===== src/rtl/universal_shift_register_n.sv =====
// WIDTH-bit universal shift register with serial ports at both ends, rotate/ASR/clear
// modes, a clock enable, and a counted burst-shift command with a busy/done/err handshake.
module universal_shift_register_n #(
    parameter int WIDTH = 8,
    parameter int CNT_W = 4
) (
    input  logic             clk,
    input  logic             reset,
    input  logic             en,
    input  logic [2:0]       mode,
    input  logic [WIDTH-1:0] parallel_in,
    input  logic             ser_in_msb,
    input  logic             ser_in_lsb,
    input  logic             start,
    input  logic [CNT_W-1:0] count,
    output logic [WIDTH-1:0] q,
    output logic             ser_out_msb,
    output logic             ser_out_lsb,
    output logic             busy,
    output logic             done,
    output logic             err
);
    localparam logic [2:0] M_HOLD  = 3'b000;
    localparam logic [2:0] M_SHR   = 3'b001;
    localparam logic [2:0] M_SHL   = 3'b010;
    localparam logic [2:0] M_LOAD  = 3'b011;
    localparam logic [2:0] M_ROR   = 3'b100;
    localparam logic [2:0] M_ROL   = 3'b101;
    localparam logic [2:0] M_ASR   = 3'b110;
    localparam logic [2:0] M_CLEAR = 3'b111;

    typedef enum logic {IDLE, BURST} state_t;

    state_t           state;
    logic [2:0]       mode_l;
    logic [CNT_W-1:0] cnt_l;
    logic [WIDTH-1:0] q_r;

    function automatic logic [WIDTH-1:0] apply_op(
        input logic [2:0]       op,
        input logic [WIDTH-1:0] d,
        input logic [WIDTH-1:0] pin,
        input logic             smsb,
        input logic             slsb
    );
        logic [WIDTH-1:0] r;
        r = d;
        case (op)
            M_HOLD:  r = d;
            M_SHR:   r = {smsb, d[WIDTH-1:1]};
            M_SHL:   r = {d[WIDTH-2:0], slsb};
            M_LOAD:  r = pin;
            M_ROR:   r = {d[0], d[WIDTH-1:1]};
            M_ROL:   r = {d[WIDTH-2:0], d[WIDTH-1]};
            M_ASR:   r = {d[WIDTH-1], d[WIDTH-1:1]};
            M_CLEAR: r = '0;
            default: r = d;
        endcase
        return r;
    endfunction

    // Only the pure shift/rotate modes make sense repeated as a burst.
    function automatic logic burstable(input logic [2:0] op);
        return (op == M_SHR) || (op == M_SHL) || (op == M_ROR) ||
               (op == M_ROL) || (op == M_ASR);
    endfunction

    always_ff @(posedge clk) begin
        if (reset) begin
            state  <= IDLE;
            mode_l <= '0;
            cnt_l  <= '0;
            q_r    <= '0;
            done   <= 1'b0;
            err    <= 1'b0;
        end else begin
            done <= 1'b0;
            err  <= 1'b0;
            case (state)
                IDLE: begin
                    if (start) begin
                        if (burstable(mode)) begin
                            mode_l <= mode;
                            cnt_l  <= count;
                            if (count != '0) state <= BURST;
                            else             done  <= 1'b1;
                        end else begin
                            err <= 1'b1;
                        end
                    end else if (en) begin
                        q_r <= apply_op(mode, q_r, parallel_in, ser_in_msb, ser_in_lsb);
                    end
                end
                BURST: begin
                    q_r   <= apply_op(mode_l, q_r, parallel_in, ser_in_msb, ser_in_lsb);
                    cnt_l <= cnt_l - 1'b1;
                    if (cnt_l == {{(CNT_W-1){1'b0}}, 1'b1}) begin
                        state <= IDLE;
                        done  <= 1'b1;
                    end
                end
                default: state <= IDLE;
            endcase
        end
    end

    assign q           = q_r;
    assign busy        = (state == BURST);
    assign ser_out_msb = q_r[WIDTH-1];
    assign ser_out_lsb = q_r[0];
endmodule


===== config.mk =====
export PLATFORM = sky130hd
export DESIGN_NAME = universal_shift_register_n
export DESIGN_NICKNAME = d
export VERILOG_FILES = /design/src/rtl/universal_shift_register_n.sv
export SDC_FILE = /design/constraint.sdc
export NUM_CORES = 1
export LEC_CHECK = 0
export CORE_MARGIN = 1.5
export CORE_UTILIZATION = 53
export DETAILED_ROUTE_END_ITERATION = 7
export GPL_TIMING_DRIVEN = 0
export PLACE_DENSITY = 0.86
export SLEW_MARGIN = 20
export SYNTH_ARGS = -nofsm -noshare
export SYNTH_HDL_FRONTEND = slang
export SYNTH_SLANG_ARGS = --single-unit

===== constraint.sdc =====
create_clock -name clk -period 3 [get_ports clk]
set_clock_uncertainty 0.05 [all_clocks]
set_input_delay 0.6 -clock clk [delete_from_list [all_inputs] [get_ports clk]]
set_output_delay 0.6 -clock clk [all_outputs]
set_load 0.05 [all_outputs]

==> Word-level counts from Yosys, hierarchy flattened <==
Index checks and enable logic that the tools add are counted.
{ "classes": {"add_sub_neg": 1, "n_mul": 0, "div": 0, "magnitude_cmp": 0, "eq_ne": 23, "shifts": 0, "n_mux": 19, "bitwise_logic": 2, "reduce_logical": 12} }
{ "ops": {"columns": ["op", "n"], "rows": [
  ["one-hot mux 8 bit (7 select lines)", 2],
  ["equality test 3 bit (second input constant)", 8],
  ["two-way mux 8 bit", 2],
  ["inequality test 2 bit (second input constant)", 8],
  ["one-hot mux 8 bit (2 select lines)", 1],
  ["equality test 3 x 2 -> 1 bit (second input constant)", 4],
  ["two-way mux 1 bit", 9],
  ["two-way mux 4 bit", 2],
  ["one-hot mux 4 bit (2 select lines)", 1],
  ["equality test 3 x 1 -> 1 bit (second input constant)", 2],
  ["zero test 3 bit", 2],
  ["AND reduction 6 bit", 1],
  ["equality test 4 x 1 -> 1 bit (second input constant)", 1],
  ["logical OR 1 bit", 4],
  ["one-hot mux 1 bit (2 select lines)", 2],
  ["AND reduction 4 bit", 1],
  ["nonzero test 4 bit", 1],
  ["subtractor 4 x 1 -> 4 bit (second input constant)", 1],
  ["AND reduction 3 bit", 1],
  ["OR reduction 3 bit", 1],
  ["NOT 1 bit", 2],
  ["AND reduction 2 bit", 1]
]} }
{ "word_totals": {"regBits": 18, "latchBits": 0, "mem_bits_rw": 0, "mem_bits_ro": 0, "in_bits": 21, "out_inout_bits": 13, "mem_count": 0} }

==> Depth between registers and ports, before layout <==
Gate-level depths: netlist of run 1.
{ "depth": {"ltp_word": 8, "ltp_mapped": 6} }

==> Worst setup path after synthesis of run 1 <==
OpenSTA, ideal clock, no wires.
{ "synth_path": {"path_kind": "register to register", "start": "reg state (netlist: busy)", "end": "reg q_r[5] (netlist: q[5])", "setup_time_ps": 118, "arrival_ps": 1657, "required_ps": 2832, "setup_slack_ps": 1175, "path_stages_with_launch": 7, "path_buffers": 2, "synth_period_minus_slack_ps": 1825, "cell_sequence": "dfxtp_1 buf_2 inv_1 clkbuf_1 a221oi_1 o21bai_1 a32o_1"} }
{ "synth_via": {"elab_chain_cells": 3} }
{ "synth_lines": {"columns": ["element", "line", "text"], "rows": [
  ["from (decl)", "34", "state_t state;"],
  ["from (signal assigned)", "70", "state <= IDLE;"],
  ["from (signal assigned)", "85", "if (count != '0) state <= BURST;"],
  ["from (signal assigned)", "98", "state <= IDLE;"],
  ["NOT 1 bit (no line)", null, null],
  ["inequality test 2 bit (no line)", null, null],
  ["AND reduction 4 bit (no line)", null, null],
  ["to (signal assigned)", "91", "q_r <= apply_op(mode, q_r, parallel_in, ser_in_msb, ser_in_lsb);"],
  ["to (signal assigned)", "95", "q_r <= apply_op(mode_l, q_r, parallel_in, ser_in_msb, ser_in_lsb);"],
  ["to (decl)", "37", "logic [WIDTH-1:0] q_r;"]
]} }
Several ways; a longest one is shown, not always the timed one.
A chain may end at the register's enable or synchronous reset.

==> Worst setup path in the final report of run 1 <==
{ "layout_path": {"start": "reg q_r[0] (netlist: q[0])", "end": "out q[0]"} }
{ "layout_rtl": {"columns": ["element", "line", "text"], "rows": [
  ["to (decl)", "16", "output logic [WIDTH-1:0] q,"]
]} }
No word-level cell between the ends.

==> results by group, run 1 <==
Drt
  – Vias per std cell: 6.48
  – DR pass1 iterations: 4
  – Final wirelength: 3850 um
  – DR DRC count: 0
  – Post-route ant nets: 0
  – Avg WL per Cell: 16.3 um
  – DR iter-0 viols: 76
  – Via count: 1530

Timing
  – Fin. max-slew vios: 0
  – Final Hold Viols: 0
  – Final Setup Violations: 0
  – RSZ-0062 raised after global routing: false
  – Setup TNS: 0 ns
  – Max transition margin: 63.7%
  – Final worst slack: 0.649 ns
  – Max Fclk: 425 MHz
  – Fin crit share: 78.4%
  – Final min period: 2.35 ns
  – Slew at the pin closest to its max-slew limit: 0.542 ns

Global routing
  – Largest net degree at the start of global routing: 11
  – GRT overflow: 0
  – First-pass GRT wire length: 6330 um
  – Initial antenna violation count: 0
  – Vias in the first global route: 1408
  – GRT Util Overall: 29.1%

Clock tree
  – Postcts setup bufs: 0
  – Clk_lat worst skew: 0.30 ns
  – Clk buf depth: 2
  – H-tree depth: 1
  – Clock root buffer: clkbuf_4
  – CTS buffer count: 3
  – Hold_buf cts: 0
  – Post-CTS Resized: 0
  – CTS clk-pin slew, worst paths: 0.12 ns
  – CTS tree: yes
  – Sink Count: 18

Synthesis
  – Post-Synth XOR/XNOR Area: 1.26%
  – Yosys cell types: 41
  – Post-synthesis compound-gate area fraction: 39.0%
  – Syn_area_per_cell: 8.23 um^2
  – Synth Warn #: 0
  – EDFF count, synth: 0
  – Asr flop ratio synth: 0%
  – Dominant cell type by area after synthesis: dfxtp_1
  – Flops & latches, synth: 18
  – Post-synthesis mux area share: 5.85%
  – Ys flop type: dfxtp_1
  – Simple-gate share of the synthesized area: 17.0%
  – Largest family of logic cells by synthesized area: compound AO/OA/AOI/OAI gates
  – Yosys top cell area share: 25.9%
  – Top post-synthesis cells by area: dfxtp_1 26%, a221oi_1 6.9%, a22oi_1 6.5%
  – Mapped Nets: 192
  – Mapped Area: 1390 um^2
  – Sequential fraction of the synthesis area: 25.9%
  – Syn Inst Count: 169
  – Synth Area in Adders: 1.80%

Setup path
  – Crit path required time: 2.35 ns
  – Crit-path max cell delay: 0.79 ns
  – Worst path cell trace: buf_4, clkdlybuf4s50_1
  – Crit Path Category: flip-flop to output pin
  – R2R Setup Slk: 1.25 ns
  – WP data arrival: 1.70 ns
  – CP max stage cell: clkdlybuf4s50_1
  – Worst Setup End Kind: output pin
  – CP max FO: 6
  – Worst Setup Start Kind: flip-flop

Die
  – Die ar.: 2940 um^2
  – Starting density of the core: 56.2%
  – CORE AREA: 2480 um^2
  – I/O Pins: 34
  – Die span in x: 54.2 um
  – Die Height: 54.2 um
  – Number of placement rows: 18

Outcome
  – Status: finished, final reports clean

Worst hold path
  – Hold Path Class: flip-flop to flip-flop

Placed design
  – Pre-CTS setup slack: 0.580 ns
  – I/O Buffers: 33
  – Final estimated routing congestion in global placement: 0.894
  – DP Area: 1760 um^2
  – Placed cell count: 232
  – DP Wirelength: 2800 um

Power
  – LEAKAGE: 0.000671 uW
  – Clock power share: 22.9%
  – VDD IR max: 0.357 mV
  – Sw frac: 35.5%
  – Internal: 446 uW
  – Sw power: 245 uW
  – Pwr dens: 385 nW/um^2
  – Flop pwr share: 39.3%
  – Combinational share of power: 37.8%

Final layout
  – Fraction of layout cells with a size suffix above 1: 10.2%
  – Commonest cells after routing, fill and taps aside: 33 x clkdlybuf4s50_1, 18 x dfxtp_1, 12 x a22oi_1
  – Fillers: 214
  – N_diodes: 0
  – Final Util: 72.5%
  – Layout area overhead: 29.0%
  – Design area: 1800 um^2
  – Commonest non-fill, non-tap cell in the layout: clkdlybuf4s50_1
  – Final nets: 230
  – Fin cells: 236

Flow run
  – Max Cap Viol: 0
## per-stage QoR
step / hold WS [ns] / power [uW]
2_1_floorplan: 0.422 / 449
3_3_place_gp: 0.438 / 527
3_5_place_dp: 0.447 / 536
4_1_cts: 0.466 / 689
5_1_grt: 0.506 / 731
6_report: 0.471 / 692
## registers in the layout, summed over array words and instances, names as in the netlist
register  cells
busy          1
cnt_l         4
done          1
mode_l        3
err           1
q             8
## power by group through the flow
stage / registers (uW) / clock network, uW / logic, uW
floorplan: 300 / 0 / 149
global placement: 276 / 0 / 251
detailed placement: 277 / 0 / 258
CTS: 272 / 158 / 259
global route: 275 / 172 / 284
finish: 272 / 158 / 261
## cells by family after synthesis
logic type / Yosys count
buffers and inverters: 24
adder cells (fa/ha/maj): 2
AO/OA/AOI/OAI: 72
AND/OR/NAND/NOR: 43
XOR/XNOR: 2
flip-flops: 18
multiplexers: 8
## metal layers
metal	vias to the layer above	global-route usage, %	wire length [um]
li1	741	-	-
met1	723	38.5	1690
met2	59	50.0	1900
met3	7	3.83	214
met4	0	7.08	40
met5	-	0	0
## cells in the mapped netlist, types with 3 or more instances
cell and number:
a21o_1 4, a21oi_1 10, a221oi_1 11, a22oi_1 12
a32o_1 7, and3b_1 3, buf_2 9, buf_4 3
clkbuf_1 5, dfxtp_1 18, inv_1 5, mux2i_1 7
nand2_1 7, nand2b_1 3, nand3_1 3, nand3b_1 3
nor2_1 10, nor2b_1 4, nor3b_1 3, o21ai_0 8
o21bai_1 5
## worst max-delay path: cells and delay by family, from the launching register on
kind / cells / cell delay [ns]
buffers and inverters: 2 / 0.94
DFF: 1 / 0.46
## area by class of cell
| type | count | area [um^2] | area share, % |
|---|---|---|---|
| well taps | 30 | 37.5 | 2.09 |
| inverters | 5 | 18.8 | 1.05 |
| multi-input cells | 127 | 903 | 50.3 |
| repair buffers | 33 | 330 | 18.4 |
| clock buffers | 4 | 36.3 | 2.02 |
| flip-flops and latches | 18 | 360 | 20.1 |
| plain buffers | 19 | 109 | 6.06 |
## path summary, 6_finish.rpt
kind / startpoint / endpoint / depth (start not counted)
max: q[0] / q[0] / 2
min: cnt_l[3] / cnt_l[3] / 2
max reg2reg: mode_l[1] / q[1] / 5
min reg2reg: cnt_l[3] / cnt_l[3] / 2
Power figures use the tool's default switching activity.
==> run 2: changes to the inputs <==
--- a/config.mk
+++ b/config.mk
@@ -6,10 +6,10 @@
 export NUM_CORES = 1
 export LEC_CHECK = 0
 export CORE_MARGIN = 1.5
-export CORE_UTILIZATION = 53
+export CORE_UTILIZATION = 44
 export DETAILED_ROUTE_END_ITERATION = 7
 export GPL_TIMING_DRIVEN = 0
-export PLACE_DENSITY = 0.86
+export PLACE_DENSITY = 0.76
 export SLEW_MARGIN = 20
 export SYNTH_ARGS = -nofsm -noshare
 export SYNTH_HDL_FRONTEND = slang
==> constraint.sdc (replaced) <==
create_clock -name clk -period 1.92 [get_ports clk]
set_clock_uncertainty 0.05 [all_clocks]
set_input_delay 0.384 -clock clk [delete_from_list [all_inputs] [get_ports clk]]
set_output_delay 0.384 -clock clk [all_outputs]
set_load 0.05 [all_outputs]
==> run 2 against run 1 <==
Sequential share of layout area is 0.22 points lower. Die area is 19% higher. Register-to-register slack worse by 1.1 ns. Clock-buffer cell count stayed put. First-iteration DRC count is 130% higher. Largest power group unchanged. Final cell count is 5.9% higher. Setup slack worse by 0.58 ns. Non-clock buffer count stayed put. Core utilization is 13 points lower. Cell area is 1.1% higher.
==> results by group, run 2 (synthesis gave the netlist of run 1 again) <==
Setup path
  – WP data arrival: 1.42 ns (was 1.70 ns)
  – Worst Setup Start Kind: flip-flop (unchanged)
  – Worst path cell trace: clkdlybuf4s50_1 (was buf_4, clkdlybuf4s50_1)
  – CP max FO: 1 (was 6)
  – Stages on the worst setup path: 1 (was 2)
  – Crit-path max cell delay: 0.80 ns (was 0.79 ns)
  – Worst Setup End Kind: output pin (unchanged)
  – Crit path required time: 1.49 ns (was 2.35 ns)
  – CP max stage cell: clkdlybuf4s50_1 (unchanged)
  – Crit Path Category: flip-flop to output pin (unchanged)
  – CP top delay family: buffers and inverters (unchanged)
  – Reg2Reg Depth: 5 (unchanged)
  – Critical path buffer and inverter count: 1 (was 2)

Power
  – Combinational share of power: 37.7% (was 37.8%)
  – Sw frac: 35.6% (was 35.5%)
  – Clock power share: 22.7% (was 22.9%)
  – Sw power: 382 uW (was 245 uW)
  – Pwr dens: 591 nW/um^2 (was 385 nW/um^2)
  – Flop pwr share: 39.7% (was 39.3%)
  – Internal: 691 uW (was 446 uW)
  – VDD IR max: 0.329 mV (was 0.357 mV)
  – LEAKAGE: 0.000752 uW (was 0.000671 uW)

Timing
  – Slew at the pin closest to its max-slew limit: 0.519 ns (was 0.542 ns)
  – Setup TNS: 0 ns (unchanged)
  – Fin crit share: 96.6%
  – Final min period: 1.86 ns
  – Final Setup Violations: 0 (unchanged)
  – Fin. max-slew vios: 0 (unchanged)
  – Max Fclk: 539 MHz
  – Hold Slack: 0.473 ns (was 0.471 ns)
  – Max transition margin: 65.3% (was 63.7%)
  – Final Hold Viols: 0 (unchanged)

Drt
  – Post-route ant nets: 0 (unchanged)
  – Vias per std cell: 6.16 (was 6.48)
  – DR iter-0 viols: 176 (was 76)
  – DR DRC count: 0 (unchanged)
  – Via count: 1539 (was 1530)
  – Avg WL per Cell: 15.8 um (was 16.3 um)
  – DR pass1 iterations: 4 (unchanged)
  – Final wirelength: 3950 um (was 3850 um)

Global routing
  – Largest net degree at the start of global routing: 11 (unchanged)
  – Initial antenna violation count: 0 (unchanged)
  – First-pass GRT wire length: 6620 um (was 6330 um)
  – GRT overflow: 0 (unchanged)
  – GRT Util Overall: 24.2% (was 29.1%)
  – Vias in the first global route: 1513 (was 1408)

Final layout
  – Layout area overhead: 30.5% (was 29.0%)
  – Fraction of layout cells with a size suffix above 1: 10.7% (was 10.2%)
  – N_diodes: 0 (unchanged)
  – Design area: 1820 um^2 (was 1800 um^2)
  – Commonest non-fill, non-tap cell in the layout: clkdlybuf4s50_1 (unchanged)
  – Fin cells: 250 (was 236)
  – Fillers: 286 (was 214)
  – Commonest cells after routing, fill and taps aside: 21 x clkdlybuf4s50_1, 18 x dfxtp_1, 12 x a22oi_1 (was 33 x clkdlybuf4s50_1, 18 x dfxtp_1, 12 x a22oi_1)
  – Largest register FFs: 8 (unchanged)
  – Final nets: 230 (unchanged)

Die
  – I/O Pins: 34 (unchanged)
  – Number of placement rows: 20 (was 18)
  – Die Height: 59.2 um (was 54.2 um)
  – Die ar.: 3510 um^2 (was 2940 um^2)
  – Die span in x: 59.2 um (was 54.2 um)
  – CORE AREA: 3030 um^2 (was 2480 um^2)
  – Starting density of the core: 46.0% (was 56.2%)

Worst hold path
  – Hold Path Class: flip-flop to flip-flop (unchanged)
  – Hold Path Stages: 2 (unchanged)

Clock tree
  – CTS buffer count: 3 (unchanged)
  – Sink Count: 18 (unchanged)
  – CTS tree: yes (unchanged)
  – CTS clk-pin slew, worst paths: 0.11 ns (was 0.12 ns)
  – Clk_lat worst skew: 0.30 ns (about the same)
  – Clk buf depth: 2 (unchanged)
  – Clock root buffer: clkbuf_4 (unchanged)
  – Hold_buf cts: 0 (unchanged)
  – H-tree depth: 1 (unchanged)

Placed design
  – DP Area: 1780 um^2 (was 1760 um^2)
  – DP Wirelength: 2900 um (was 2800 um)
  – Placed cell count: 246 (was 232)
  – Final estimated routing congestion in global placement: 0.883 (was 0.894)
  – I/O Buffers: 33 (unchanged)

Outcome
  – Status: finished, final reports clean (unchanged)

Flow run
  – Max Cap Viol: 0 (unchanged)
[run 2: cell types whose count changed in the layout (fill, tap and decap cells not counted)]
| cell | previous run | this run |
|---|---|---|
| clkdlybuf4s50_1 | 33 | 21 |
| dlygate4sd2_1 | 0 | 9 |
| dlymetal6s2s_1 | 0 | 3 |
| buf_2 | 9 | 8 |
| clkbuf_4 | 3 | 4 |
| mux2i_1 | 7 | 6 |
| mux2i_2 | 0 | 1 |
[run 2: layout make-up]
| class | count | area [um^2] | share of cell area, % |
|---|---|---|---|
| plain buffers | 19 | 111 | 6.13 |
| clock buffers | 4 | 36.3 | 2.00 |
| inverters | 5 | 18.8 | 1.03 |
| multi-input cells | 127 | 907 | 50.0 |
| flip-flops and latches | 18 | 360 | 19.8 |
| well taps | 44 | 55.1 | 3.03 |
| repair buffers | 33 | 327 | 18.0 |
[run 2: per-layer routing]
metal	wire, um	global-route usage (%)	up-vias
li1	-	-	741
met5	0	0	-
met3	250	2.62	12
met4	91	13.3	0
met1	1720	29.7	713
met2	1890	41.0	73
[run 2: worst paths after layout]
path	end	slack, ns	from
setup reg to reg	q[4]	0.17	mode_l[2]
hold reg to reg	cnt_l[3]	0.47	cnt_l[3]
hold / removal	cnt_l[3]	0.47	cnt_l[3]
setup / recovery	done	0.06	done
[run 2: metrics by stage]
stage               utilization [%]  power, uW  setup slack (ns)
floorplan                         -        702            0.0952
global placement               58.7        827            -0.303
detailed placement             58.7        839            -0.321
CTS                            59.5       1070           0.00251
global route                   60.0       1140          -0.00884
finish                         60.0       1070            0.0647
[run 2: power by group through the flow]
stage / sequential (uW) / combinational [uW] / clock (uW)
2_1_floorplan: 468 / 233 / 0
3_3_place_gp: 432 / 395 / 0
3_5_place_dp: 433 / 406 / 0
4_1_cts: 425 / 400 / 249
5_1_grt: 429 / 441 / 265
6_report: 425 / 404 / 243
[run 2: what timing repair did]
action,4_1_cts,5_1_grt
setup endpoints to repair,9,7
gates resized for setup,9,5
endpoints found under the hold margin,0,0
buffers inserted,0,0
